$ cat config.mk
export PLATFORM = sky130hd
export DESIGN_NAME = ps2_dir_decoder_flat
export DESIGN_NICKNAME = d
export VERILOG_FILES = /design/src/rtl/ps2_pkg.sv /design/src/rtl/ps2_if.sv /design/src/rtl/ps2_dir_decoder_arbiter.sv /design/src/rtl/ps2_dir_decoder.sv /design/src/flat_wrapper.sv
export SDC_FILE = /design/constraint.sdc
export NUM_CORES = 1
export LEC_CHECK = 0
export ABC_AREA = 1
export CORE_ASPECT_RATIO = 1.2
export CORE_UTILIZATION = 65
export DETAILED_ROUTE_END_ITERATION = 10
export PLACE_DENSITY = 0.85
export SLEW_MARGIN = 20
export SYNTH_ARGS = -nofsm -noshare
export SYNTH_HDL_FRONTEND = slang
export SYNTH_HIERARCHICAL = 1
export SYNTH_SLANG_ARGS = --single-unit
$ cat constraint.sdc
create_clock -name clock -period 5.3 [get_ports clock]
set_input_delay 1.06 -clock clock [delete_from_list [all_inputs] [get_ports clock]]
set_output_delay 1.06 -clock clock [all_outputs]
set_load 0.02 [all_outputs]
$ cat src/rtl/ps2_pkg.sv
// Shared scancode constants, prefix FSM states and direction encoding for the
// PS/2 two-player direction decoder.
package ps2_pkg;

  localparam logic [7:0] SC_EXT   = 8'hE0;
  localparam logic [7:0] SC_BRK   = 8'hF0;
  localparam logic [7:0] SC_W     = 8'h1D;
  localparam logic [7:0] SC_D     = 8'h23;
  localparam logic [7:0] SC_S     = 8'h1B;
  localparam logic [7:0] SC_A     = 8'h1C;
  localparam logic [7:0] SC_UP    = 8'h75;
  localparam logic [7:0] SC_RIGHT = 8'h74;
  localparam logic [7:0] SC_DOWN  = 8'h72;
  localparam logic [7:0] SC_LEFT  = 8'h6B;

  typedef enum logic [1:0] {
    ST_IDLE    = 2'd0,
    ST_EXT     = 2'd1,
    ST_BRK     = 2'd2,
    ST_EXT_BRK = 2'd3
  } prefix_state_t;

  typedef enum logic [1:0] {
    DIR_UP    = 2'd0,
    DIR_RIGHT = 2'd1,
    DIR_DOWN  = 2'd2,
    DIR_LEFT  = 2'd3
  } dir_t;

  typedef struct packed {
    logic valid;
    logic player;
    dir_t dir;
  } code_map_t;

  // Non-extended codes belong to player 0, extended codes to player 1; any
  // other combination (wrong extended-ness included) is not a direction.
  function automatic code_map_t map_code(input logic [7:0] code, input logic ext);
    code_map_t m;
    m.valid  = 1'b1;
    m.player = ext;
    m.dir    = DIR_UP;
    if (!ext) begin
      case (code)
        SC_W:    m.dir = DIR_UP;
        SC_D:    m.dir = DIR_RIGHT;
        SC_S:    m.dir = DIR_DOWN;
        SC_A:    m.dir = DIR_LEFT;
        default: m.valid = 1'b0;
      endcase
    end else begin
      case (code)
        SC_UP:    m.dir = DIR_UP;
        SC_RIGHT: m.dir = DIR_RIGHT;
        SC_DOWN:  m.dir = DIR_DOWN;
        SC_LEFT:  m.dir = DIR_LEFT;
        default:  m.valid = 1'b0;
      endcase
    end
    return m;
  endfunction

endpackage

$ cat src/rtl/ps2_if.sv
// Received-byte bus from the PS/2 receiver: one-cycle strobe plus scancode byte.
interface ps2_if;
  logic       ps2_key_pressed;
  logic [7:0] ps2_out;

  modport master (output ps2_key_pressed, output ps2_out);
  modport slave  (input  ps2_key_pressed, input  ps2_out);
endinterface

$ cat src/rtl/ps2_dir_decoder_arbiter.sv
// Per-player held/last key tracking with registered one-hot direction output.
// The output register is fed from next-state so a make/break shows one cycle later.
import ps2_pkg::*;

module dir_arbiter (
  input  logic       clock,
  input  logic       reset,
  input  logic       clear,
  input  logic       make,
  input  logic       brk,
  input  dir_t       dir,
  output logic [3:0] dir_out
);

  logic [3:0] held_q, held_d;
  dir_t       last_q, last_d;
  logic [3:0] out_q, out_d;

  always_comb begin
    held_d = held_q;
    last_d = last_q;
    out_d  = 4'b0000;
    if (clear) begin
      held_d = 4'b0000;
      last_d = DIR_UP;
    end else if (make) begin
      held_d[dir] = 1'b1;
      last_d      = dir;
    end else if (brk) begin
      held_d[dir] = 1'b0;
    end

    // Most recent make wins while it is still held; otherwise fall back by priority.
    if (held_d[last_d])    out_d[last_d] = 1'b1;
    else if (held_d[0])    out_d[0] = 1'b1;
    else if (held_d[1])    out_d[1] = 1'b1;
    else if (held_d[2])    out_d[2] = 1'b1;
    else if (held_d[3])    out_d[3] = 1'b1;
  end

  always_ff @(posedge clock) begin
    if (reset) begin
      held_q <= 4'b0000;
      last_q <= DIR_UP;
      out_q  <= 4'b0000;
    end else begin
      held_q <= held_d;
      last_q <= last_d;
      out_q  <= out_d;
    end
  end

  assign dir_out = out_q;

endmodule

$ cat src/rtl/ps2_dir_decoder.sv
// Two-player direction decoder for PS/2 scan set 2: prefix FSM, idle timeout
// and one dir_arbiter per player.
import ps2_pkg::*;

module ps2_dir_decoder #(
  parameter int unsigned TIMEOUT_CYCLES = 50_000_000
) (
  input  logic clock,
  input  logic reset,
  ps2_if.slave ps2,
  output logic upSig,
  output logic rightSig,
  output logic downSig,
  output logic leftSig,
  output logic upSig2,
  output logic rightSig2,
  output logic downSig2,
  output logic leftSig2
);

  localparam logic        TIMEOUT_EN = (TIMEOUT_CYCLES != 0);
  localparam logic [31:0] LIMIT      = (TIMEOUT_CYCLES == 0) ? 32'd0 : 32'(TIMEOUT_CYCLES - 1);

  prefix_state_t state_q, state_d;
  logic [31:0]   cnt_q, cnt_d;
  logic          fire, make, brk, ext_code;
  code_map_t     hit;
  logic [3:0]    p0_out, p1_out;

  always_comb begin
    state_d  = state_q;
    cnt_d    = cnt_q;
    fire     = 1'b0;
    make     = 1'b0;
    brk      = 1'b0;
    ext_code = 1'b0;
    if (ps2.ps2_key_pressed) begin
      cnt_d = 32'd0;
      case (state_q)
        ST_IDLE: begin
          if (ps2.ps2_out == SC_EXT)      state_d = ST_EXT;
          else if (ps2.ps2_out == SC_BRK) state_d = ST_BRK;
          else                            make = 1'b1;
        end
        ST_EXT: begin
          if (ps2.ps2_out == SC_BRK)      state_d = ST_EXT_BRK;
          else if (ps2.ps2_out != SC_EXT) begin
            make     = 1'b1;
            ext_code = 1'b1;
            state_d  = ST_IDLE;
          end
        end
        ST_BRK: begin
          brk     = 1'b1;
          state_d = ST_IDLE;
        end
        ST_EXT_BRK: begin
          brk      = 1'b1;
          ext_code = 1'b1;
          state_d  = ST_IDLE;
        end
        default: state_d = ST_IDLE;
      endcase
    end else if (TIMEOUT_EN) begin
      // Saturate at the limit; the clear keeps re-asserting harmlessly until the next byte.
      if (cnt_q != LIMIT) cnt_d = cnt_q + 32'd1;
      if (cnt_d == LIMIT) begin
        fire    = 1'b1;
        state_d = ST_IDLE;
      end
    end
  end

  always_ff @(posedge clock) begin
    if (reset) begin
      state_q <= ST_IDLE;
      cnt_q   <= 32'd0;
    end else begin
      state_q <= state_d;
      cnt_q   <= cnt_d;
    end
  end

  assign hit = map_code(ps2.ps2_out, ext_code);

  dir_arbiter u_player0 (
    .clock   (clock),
    .reset   (reset),
    .clear   (fire),
    .make    (make & hit.valid & ~hit.player),
    .brk     (brk & hit.valid & ~hit.player),
    .dir     (hit.dir),
    .dir_out (p0_out)
  );

  dir_arbiter u_player1 (
    .clock   (clock),
    .reset   (reset),
    .clear   (fire),
    .make    (make & hit.valid & hit.player),
    .brk     (brk & hit.valid & hit.player),
    .dir     (hit.dir),
    .dir_out (p1_out)
  );

  assign upSig     = p0_out[0];
  assign rightSig  = p0_out[1];
  assign downSig   = p0_out[2];
  assign leftSig   = p0_out[3];
  assign upSig2    = p1_out[0];
  assign rightSig2 = p1_out[1];
  assign downSig2  = p1_out[2];
  assign leftSig2  = p1_out[3];

endmodule

$ cat src/flat_wrapper.sv
// flat-port wrapper written by rule: the top's interface ports become plain ports
module ps2_dir_decoder_flat 
#(
  parameter int unsigned TIMEOUT_CYCLES = 50_000_000
)
  (clock, reset, upSig, rightSig, downSig, leftSig, upSig2, rightSig2, downSig2, leftSig2, ps2_ps2_key_pressed, ps2_ps2_out);
  ps2_if ps2_i ();
  input  logic clock;
  input  logic reset;
  output logic upSig;
  output logic rightSig;
  output logic downSig;
  output logic leftSig;
  output logic upSig2;
  output logic rightSig2;
  output logic downSig2;
  output logic leftSig2;
  input wire logic [$bits(ps2_i.ps2_key_pressed)-1:0] ps2_ps2_key_pressed;
  input wire logic [$bits(ps2_i.ps2_out)-1:0] ps2_ps2_out;
  assign ps2_i.ps2_key_pressed = ps2_ps2_key_pressed;
  assign ps2_i.ps2_out = ps2_ps2_out;
  ps2_dir_decoder #(.TIMEOUT_CYCLES(TIMEOUT_CYCLES)) u_core (.clock(clock), .reset(reset), .ps2(ps2_i), .upSig(upSig), .rightSig(rightSig), .downSig(downSig), .leftSig(leftSig), .upSig2(upSig2), .rightSig2(rightSig2), .downSig2(downSig2), .leftSig2(leftSig2));
endmodule
==> qor_table.md, run 1 <==
| Step | Result | Value |
| --- | --- | --- |
| timing | Highest Clock Rate | 235 MHz |
| power | Clock share of power | 33.6% |
| timing | Worst clock skew | 0.00917 ns |
| global routing | Global-route met1 utilization | 35.7% |
| global routing | Global routing usage on met2 | 61.5% |
| power | Switching power | 203 uW |
| placed design | Area post-placement | 4130 um2 |
| logic synthesis | Post-synth EDFFs | 0 |
| global routing | First-pass GRT wire length | 16.2 mm |
| clock tree | Clock Latency Late Sink | 0.31 ns |
| worst setup path | WS Path Type | input pin to flop |
| logic synthesis | Proportion of synthesized flip-flops having asynchronous set or reset | 0% |
| power | Switching share of power | 27.4% |
| global routing | GRT met3 Usage | 4.42% |
| global routing | Antenna violations before repair | 0 |
| worst setup path | Slowest cell on crit path | nor2_1 |
| global routing | Largest net degree at the start of global routing | 32 |
| route | WL final | 9.69 mm |
| clock tree | TritonCTS clock tree | yes |
| worst setup path | Worst endpoint required time | 5.51 ns |
| route | Remaining DRCs | 0 |
| clock tree | Largest buffer count on any clock path | 2 |
| clock tree | Clock transition time at the flip-flop clock pins of the worst setup and hold paths | 0.10 ns |
| worst setup path | Startpoint class of the critical path | input pin |
| route | Detail-routed via count per cell | 5.39 |
| worst setup path | Maximum fanout along the worst path | 8 |
| timing | Transition time at the pin with the least slew margin | 1.09 ns |
| placed design | Dpl hpwl | 7.80 mm |
| worst setup path | Worst path max stage delay | 0.58 ns |
| timing | Hold Fails Final Rpt | 0 |
| die | Number of rows in the core area | 30 |
| finish | Net count, final | 671 |
| finish | Relative area change from synthesis to final layout | 8.90% |
| route | Pre-antenna DRT Iters | 6 |
| clock tree | Root cell of the clock tree | clkbuf_8 |
| power | Part of the power in registers | 56.0% |
| placed design | Number of buffers inserted by port buffering | 18 |
| logic synthesis | Sequential cell area fraction in the yosys report | 27.9% |
| power | Power per cell area | 175 nW/um2 |
| worst hold path | Class of the tightest hold or removal check | flop to flop |
| timing | RSZ-0062 raised after global routing | no |
| die | Effective utilization at floorplan | 68.0% |
| timing | Final setup TNS | 0 ns |
| route | Avg WL per Cell | 13.1 um |
| clock tree | Post_cts resized | 0 |
| logic synthesis | Combined area of all synthesized cells | 3880 um2 |
| clock tree | Max H-tree Level | 2 |
| finish | Number of antenna diodes | 0 |
| route | Overall via count from detail_route | 3990 |
| worst setup path | Cell family with most CP delay | simple AND/OR/NAND/NOR gates |
| clock tree | Total clock sinks | 54 |
| die | Die Footprint | 6280 um2 |
| placed design | Placer Congestion | 0.992 |
| worst setup path | List of cells traversed by the critical path | clkdlybuf4s50_1, nor2_1, nand4_1, nor2_1, nand2_1, nand2_1, nor2_1, nand2_1, nor2_1, nand2_1, a21boi_0, nand2_1, nor2_1, nand2_2, nand2_2, nand2_2, nand2_1, inv_2, nand2_2, nand2_4, nor3_1, nor2_1 |
| clock tree | Number of hold buffers added after cts | 0 |
| timing | Final-report setup violation count | 0 |
| timing | Fraction of the cycle the final worst path needs | 80.3% |
| logic synthesis | Synthesis warning total | 6 |
| worst setup path | Data arrival time of the critical path | 4.46 ns |
| timing | Worst slew margin relative to its limit | 27.1% |
| clock tree | Total clock buffers created by CTS | 5 |
| finish | Total non-filler cell area in the finished layout | 4230 um2 |
| worst setup path | Sort of element at the end of the critical path | flop |
| global routing | Total congestion overflow after global routing | 0 |
| route | Initial drt markers | 337 |
| status | Status | complete, no violations |
| worst setup path | Count of buffering cells on the critical path with inverters included | 2 |
| logic synthesis | Synthesized instance count | 639 |
| logic synthesis | Predominant post-synthesis flop cell | dfxtp_1 |
| logic synthesis | Average cell area after synthesis | 6.07 um2 |
| global routing | Via count of the first global-routing pass | 3694 |
| finish | Count of filler cells inserted in the layout | 504 |
| die | Count of pins on the block boundary | 19 |
| die | X dimension of the die | 72.5 um |
| logic synthesis | Largest cells by area after synthesis | dfxtp_1 28%, nand2_1 15%, nor2_1 13% |
| finish | Fraction of final layout cells with drive strength greater than 1 | 14.5% |
| die | Core area | 5710 um2 |
| logic synthesis | Fraction of post-synthesis cell area in the top cell type by area | 27.9% |
| flow run | Max-Cap Viols | 0 |
| logic synthesis | Distinct cell type count after synthesis | 36 |
| timing | Fin crit period | 4.26 ns |
| logic synthesis | Post-Syn Nets | 651 |
| timing | Number of max-slew violations in the final report | 0 |
| clock tree | Post-CTS setup-driven buffer insertion count | 0 |
| die | Chip Height | 86.6 um |
| global routing | Busiest layer in global routing | met2 |
| route | Remaining antenna violation count after routing | 0 |
| logic synthesis | Flops & latches, synth | 54 |
| power | Worst IR Drop VDD | 0.000127 V |
| power | Leakage power | 1.65 nW |
| logic synthesis | Most area-hungry cell type in the Yosys netlist | dfxtp_1 |
| global routing | Tot GR Track Use | 32.9% |
| power | Share of total power in combinational logic | 10.4% |
| power | Internal power | 537 uW |
-- logic make-up after synthesis --
logic type	share of synthesized area [%]
xor gates and xnor gates	3.16
adders and majority gates	0.322
buffers and inverters	8.51
DFF	27.9
AOI/OAI and AO/OA	6.48
and+or+nand+nor	53.7
-- cell usage in the layout, fill, tap and decap left out, types with 5 or more instances in the layout --
cell / instances
a21oi_1: 21
clkbuf_8: 5
clkdlybuf4s50_1: 18
dfxtp_1: 54
inv_1: 63
inv_2: 9
nand2_1: 160
nand2_2: 33
nand2_4: 6
nand3_1: 48
nand3_2: 6
nand4_1: 9
nor2_1: 139
nor2_2: 16
nor2_4: 8
nor3_1: 10
nor4_1: 6
o21ai_1: 6
xor2_1: 10
-- worst register-to-register path, delay by kind of cell (launching register included) --
family / cells / cell delay [ns]
flip-flops: 1 / 0.42
AO/OA/AOI/OAI: 2 / 0.25
buffers and inverters: 2 / 0.32
AND/OR/NAND/NOR: 13 / 1.94
adder cells (fa/ha/maj): 1 / 0.35
-- routing by layer --
layer / vias up / share of wire, %
met3: 36 / 4.9
met4: 0 / 4.7
li1: 2042 / -
met2: 135 / 51
met5: - / 0
met1: 1777 / 39
-- cell usage after synthesis, drive strengths merged (4+ instances only) --
cell / n
o21ai: 9
nor4: 6
xor2: 10
a21oi: 25
inv: 74
nor3: 10
nand4: 9
nor2: 163
nand3: 54
nand2: 199
nand3b: 4
xnor2: 4
dfxtp: 54
-- power by group through the flow --
stage | registers, mW | logic (mW) | clock network, mW
after detailed placement | 0.423 | 0.0766 | 0
final | 0.414 | 0.0771 | 0.249
after CTS | 0.414 | 0.0768 | 0.256
after floorplan | 0.425 | 0.0512 | 0
after global routing | 0.415 | 0.0854 | 0.273
after global placement | 0.423 | 0.0744 | 0
-- sequential cells by signal, indices dropped and copies added, names as in the netlist --
signal                    count
u_core/u_player0/last_q       2
u_core/u_player1/dir_out      4
u_core/u_player0/held_q       4
u_core/u_player1/held_q       4
u_core/u_player1/last_q       2
u_core/u_player0/dir_out      4
u_core/cnt_q                 32
u_core/state_q                2
-- metrics by stage --
| stage | power (mW) | hold WS, ns | util [%] | setup slack, ns | instances |
|---|---|---|---|---|---|
| 4_1_cts | 0.747 | 0.518 | 74.1 | 1.13 | 740 |
| 3_3_place_gp | 0.498 | 0.488 | 72.3 | 1.05 | 732 |
| 2_1_floorplan | 0.476 | 0.469 | - | 2.00 | 639 |
| 5_1_grt | 0.774 | 0.551 | 74.1 | 0.677 | 740 |
| 3_5_place_dp | 0.500 | 0.502 | 72.3 | 0.806 | 732 |
| 6_report | 0.740 | 0.518 | 74.1 | 1.04 | 740 |
-- area by class of cell --
type                    count  area [um2]  area share (%)
repair buffers             20         195            4.62
multi-input cells         504        2470            58.4
flip-flops and latches     54        1080            25.6
clock buffers               5        68.8            1.63
clock inverters             3        28.8           0.681
well taps                  80         100            2.37
inverters                  74         283            6.69
-- path summary, 6_finish.rpt --
check | start | depth (start not counted) | slack (ns) | end
hold / removal | u_core/cnt_q[31]$_SDFF_PP0_ | 2 | 0.52 | u_core/cnt_q[31]$_SDFF_PP0_
setup / recovery | ps2_ps2_out[2] | 22 | 1.04 | u_core/u_player1/dir_out[2]$_SDFF_PP0_
setup reg to reg | u_core/cnt_q[0]$_SDFF_PP0_ | 18 | 1.92 | u_core/u_player0/dir_out[3]$_SDFF_PP0_
hold reg to reg | u_core/cnt_q[31]$_SDFF_PP0_ | 2 | 0.52 | u_core/cnt_q[31]$_SDFF_PP0_
Note: power is estimated with default switching activity, not from simulation.
==> run 2: changes to the inputs <==
--- a/config.mk
+++ b/config.mk
@@ -7,9 +7,9 @@
 export LEC_CHECK = 0
 export ABC_AREA = 1
 export CORE_ASPECT_RATIO = 1.2
-export CORE_UTILIZATION = 65
+export CORE_UTILIZATION = 55
 export DETAILED_ROUTE_END_ITERATION = 10
-export PLACE_DENSITY = 0.85
+export PLACE_DENSITY = 0.77
 export SLEW_MARGIN = 20
 export SYNTH_ARGS = -nofsm -noshare
 export SYNTH_HDL_FRONTEND = slang
==> constraint.sdc (replaced) <==
create_clock -name clock -period 3.7 [get_ports clock]
set_input_delay 0.74 -clock clock [delete_from_list [all_inputs] [get_ports clock]]
set_output_delay 0.74 -clock clock [all_outputs]
set_load 0.02 [all_outputs]
==> run 2 against run 1 <==
Effect of this change:
- total power rose by 50%
- critical path depth grew 1
- design area increased by 1.9%
- cell count rose by 1.9%
- utilization decreased by 11 points
- clock power up 60%
- routed wire length is 3.0% higher
- combinational power up 49%
- via count about the same
- first-iteration DRC count decreased by 19%
- sequential power is 43% higher
- clock-buffer cell count unchanged
- largest cell class unchanged
==> qor_table.md, run 2 (synthesized netlist as in run 1, its figures left out) <==
| Step | Result | Value |
| --- | --- | --- |
| power | Tot Pwr | 1.11 mW |
| finish | Count of non-filler cells in the finished layout | 754 |
| finish | Most common cell after layout, fill and taps aside | nand2_1 |
| worst setup path | Worst endpoint required time | 3.91 ns |
| finish | Net count, final | 678 |
| finish | Number of flip-flops in the largest register | 32 |
| route | Initial drt markers | 272 |
| finish | Top register by number of flip-flops | u_core/cnt_q |
| placed design | Dpl hpwl | 7.93 mm |
| status | Status | complete, no violations |
| finish | Fraction of final layout cells with drive strength greater than 1 | 15.9% |
| finish | Multi-input gate area in the final layout | 2480 um2 |
| timing | Hold Fails Final Rpt | 0 |
| power | Power per cell area | 257 nW/um2 |
| route | Detail-routed via count per cell | 5.29 |
| placed design | Placer Congestion | 0.929 |
| global routing | First-pass GRT wire length | 16.4 mm |
| flow run | Max-Cap Viols | 0 |
| die | Number of rows in the core area | 33 |
| global routing | Total congestion overflow after global routing | 0 |
| global routing | Via count of the first global-routing pass | 3794 |
| timing | RSZ-0062 raised after global routing | no |
| clock tree | Max H-tree Level | 2 |
| clock tree | Clock transition time at the flip-flop clock pins of the worst setup and hold paths | 0.09 ns |
| die | Die Footprint | 7400 um2 |
| worst setup path | WS Path Type | input pin to flop |
| timing | Worst slew margin relative to its limit | 69.3% |
| die | Chip Height | 94.0 um |
| placed design | Cell total after placement | 746 |
| die | Core area | 6810 um2 |
| clock tree | Total clock sinks | 54 |
| clock tree | Total clock buffers created by CTS | 5 |
| timing | Highest Clock Rate | 303 MHz |
| clock tree | Clock Latency Late Sink | 0.31 ns |
| clock tree | Post-CTS setup-driven buffer insertion count | 0 |
| timing | Fraction of the cycle the final worst path needs | 89.2% |
| global routing | Antenna violations before repair | 0 |
| worst setup path | Data arrival time of the critical path | 3.51 ns |
| clock tree | Largest buffer count on any clock path | 2 |
| placed design | Number of buffers inserted by port buffering | 18 |
| timing | Hold_ws | 0.517 ns |
| timing | Fin crit period | 3.30 ns |
| worst setup path | Maximum fanout along the worst path | 8 |
| timing | Transition time at the pin with the least slew margin | 0.457 ns |
| finish | Total non-filler cell area in the finished layout | 4310 um2 |
| worst hold path | Class of the tightest hold or removal check | flop to flop |
| global routing | Tot GR Track Use | 28.6% |
| clock tree | Root cell of the clock tree | clkbuf_8 |
| route | Remaining DRCs | 0 |
| route | Pre-antenna DRT Iters | 5 |
| timing | Fin worst setup slack | 0.400 ns |
| route | Overall via count from detail_route | 3987 |
| finish | Area taken by flip-flops and latches | 1080 um2 |
| worst setup path | Sort of element at the end of the critical path | flop |
| timing | Number of max-slew violations in the final report | 0 |
| worst setup path | Startpoint class of the critical path | input pin |
| placed design | Area post-placement | 4190 um2 |
| finish | Count of filler cells inserted in the layout | 674 |
| finish | Relative area change from synthesis to final layout | 11.0% |
| die | Count of pins on the block boundary | 19 |
| timing | Worst clock skew | 0.0152 ns |
| global routing | Largest net degree at the start of global routing | 32 |
| power | Leakage power | 1.69 nW |
| power | Worst IR Drop VDD | 0.000153 V |
| clock tree | Number of hold buffers added after cts | 0 |
| clock tree | TritonCTS clock tree | yes |
| die | X dimension of the die | 78.7 um |
| finish | Number of antenna diodes | 0 |
| die | Effective utilization at floorplan | 57.0% |
| finish | Final core utilization | 63.2% |
| route | Remaining antenna violation count after routing | 0 |
| route | Avg WL per Cell | 13.2 um |
| route | WL final | 9.98 mm |
| timing | Final setup TNS | 0 ns |
| finish | Leading cell types in the layout, fill and taps excluded | 160 x nand2_1, 137 x nor2_1, 63 x inv_1, 54 x dfxtp_1, 48 x nand3_1 |
| timing | Final-report setup violation count | 0 |
| placed design | Worst setup timing slack at the placement stage | 0.00358 ns |
-- run 2: critical path, cell delays in order --
cell             delay [ns]
clkdlybuf4s50_1        0.47
nor2_1                 0.15
nand4_1                0.12
nor2_1                 0.15
nand2_1                0.07
nand2_1                0.10
nor2_1                 0.06
nand2_1                0.11
nor2_1                 0.05
nand2_1                0.09
a21boi_2               0.19
nand2_1                0.09
nor2_1                 0.12
buf_4                  0.19
nand2_2                0.08
nand2_2                0.11
nand2_2                0.07
nor2_2                 0.15
nand2_2                0.08
nand2_4                0.10
nor2_2                 0.05
a21oi_1                0.11
nor2_1                 0.05
-- run 2: cell type report --
cell class                 instances  share of cell area [%]
timing repair buffer              27                    5.75
inverter                          74                    6.57
tap                               87                    2.53
multi-input combinational        504                    57.5
clock inverter                     3                   0.930
sequential                        54                    25.1
clock buffer                       5                    1.60
-- run 2: metal layers --
layer / global-route usage (%) / routed length, um / vias to the layer above
met1: 29.6 / 4040 / 1791
met4: 15.4 / 484 / 0
met2: 54.9 / 5160 / 103
met5: 0 / 0 / -
li1: - / - / 2059
met3: 3.50 / 299 / 34
-- run 2: worst paths after layout --
kind	startpoint	end	slack, ns	depth (start not counted)
setup / recovery	ps2_ps2_out[2]	u_core/u_player1/dir_out[1]$_SDFF_PP0_	0.40	23
hold / removal	u_core/cnt_q[31]$_SDFF_PP0_	u_core/cnt_q[31]$_SDFF_PP0_	0.52	2
setup reg to reg	u_core/cnt_q[0]$_SDFF_PP0_	u_core/u_player0/dir_out[1]$_SDFF_PP0_	0.42	23
hold reg to reg	u_core/cnt_q[31]$_SDFF_PP0_	u_core/cnt_q[31]$_SDFF_PP0_	0.52	2
-- run 2: power breakdown --
| group | total (mW) | internal, mW | switching, mW | leakage [nW] |
|---|---|---|---|---|
| Combinational | 0.115 | 0.0422 | 0.0728 | 1.20 |
| Clock | 0.398 | 0.200 | 0.199 | 0.0579 |
| Sequential | 0.593 | 0.588 | 0.00496 | 0.435 |
-- run 2: timing repair --
action                                  in CTS  in global routing
hold endpoints to repair                     0                  0
resized for setup                            0                  4
endpoints found under the setup margin       0                  8
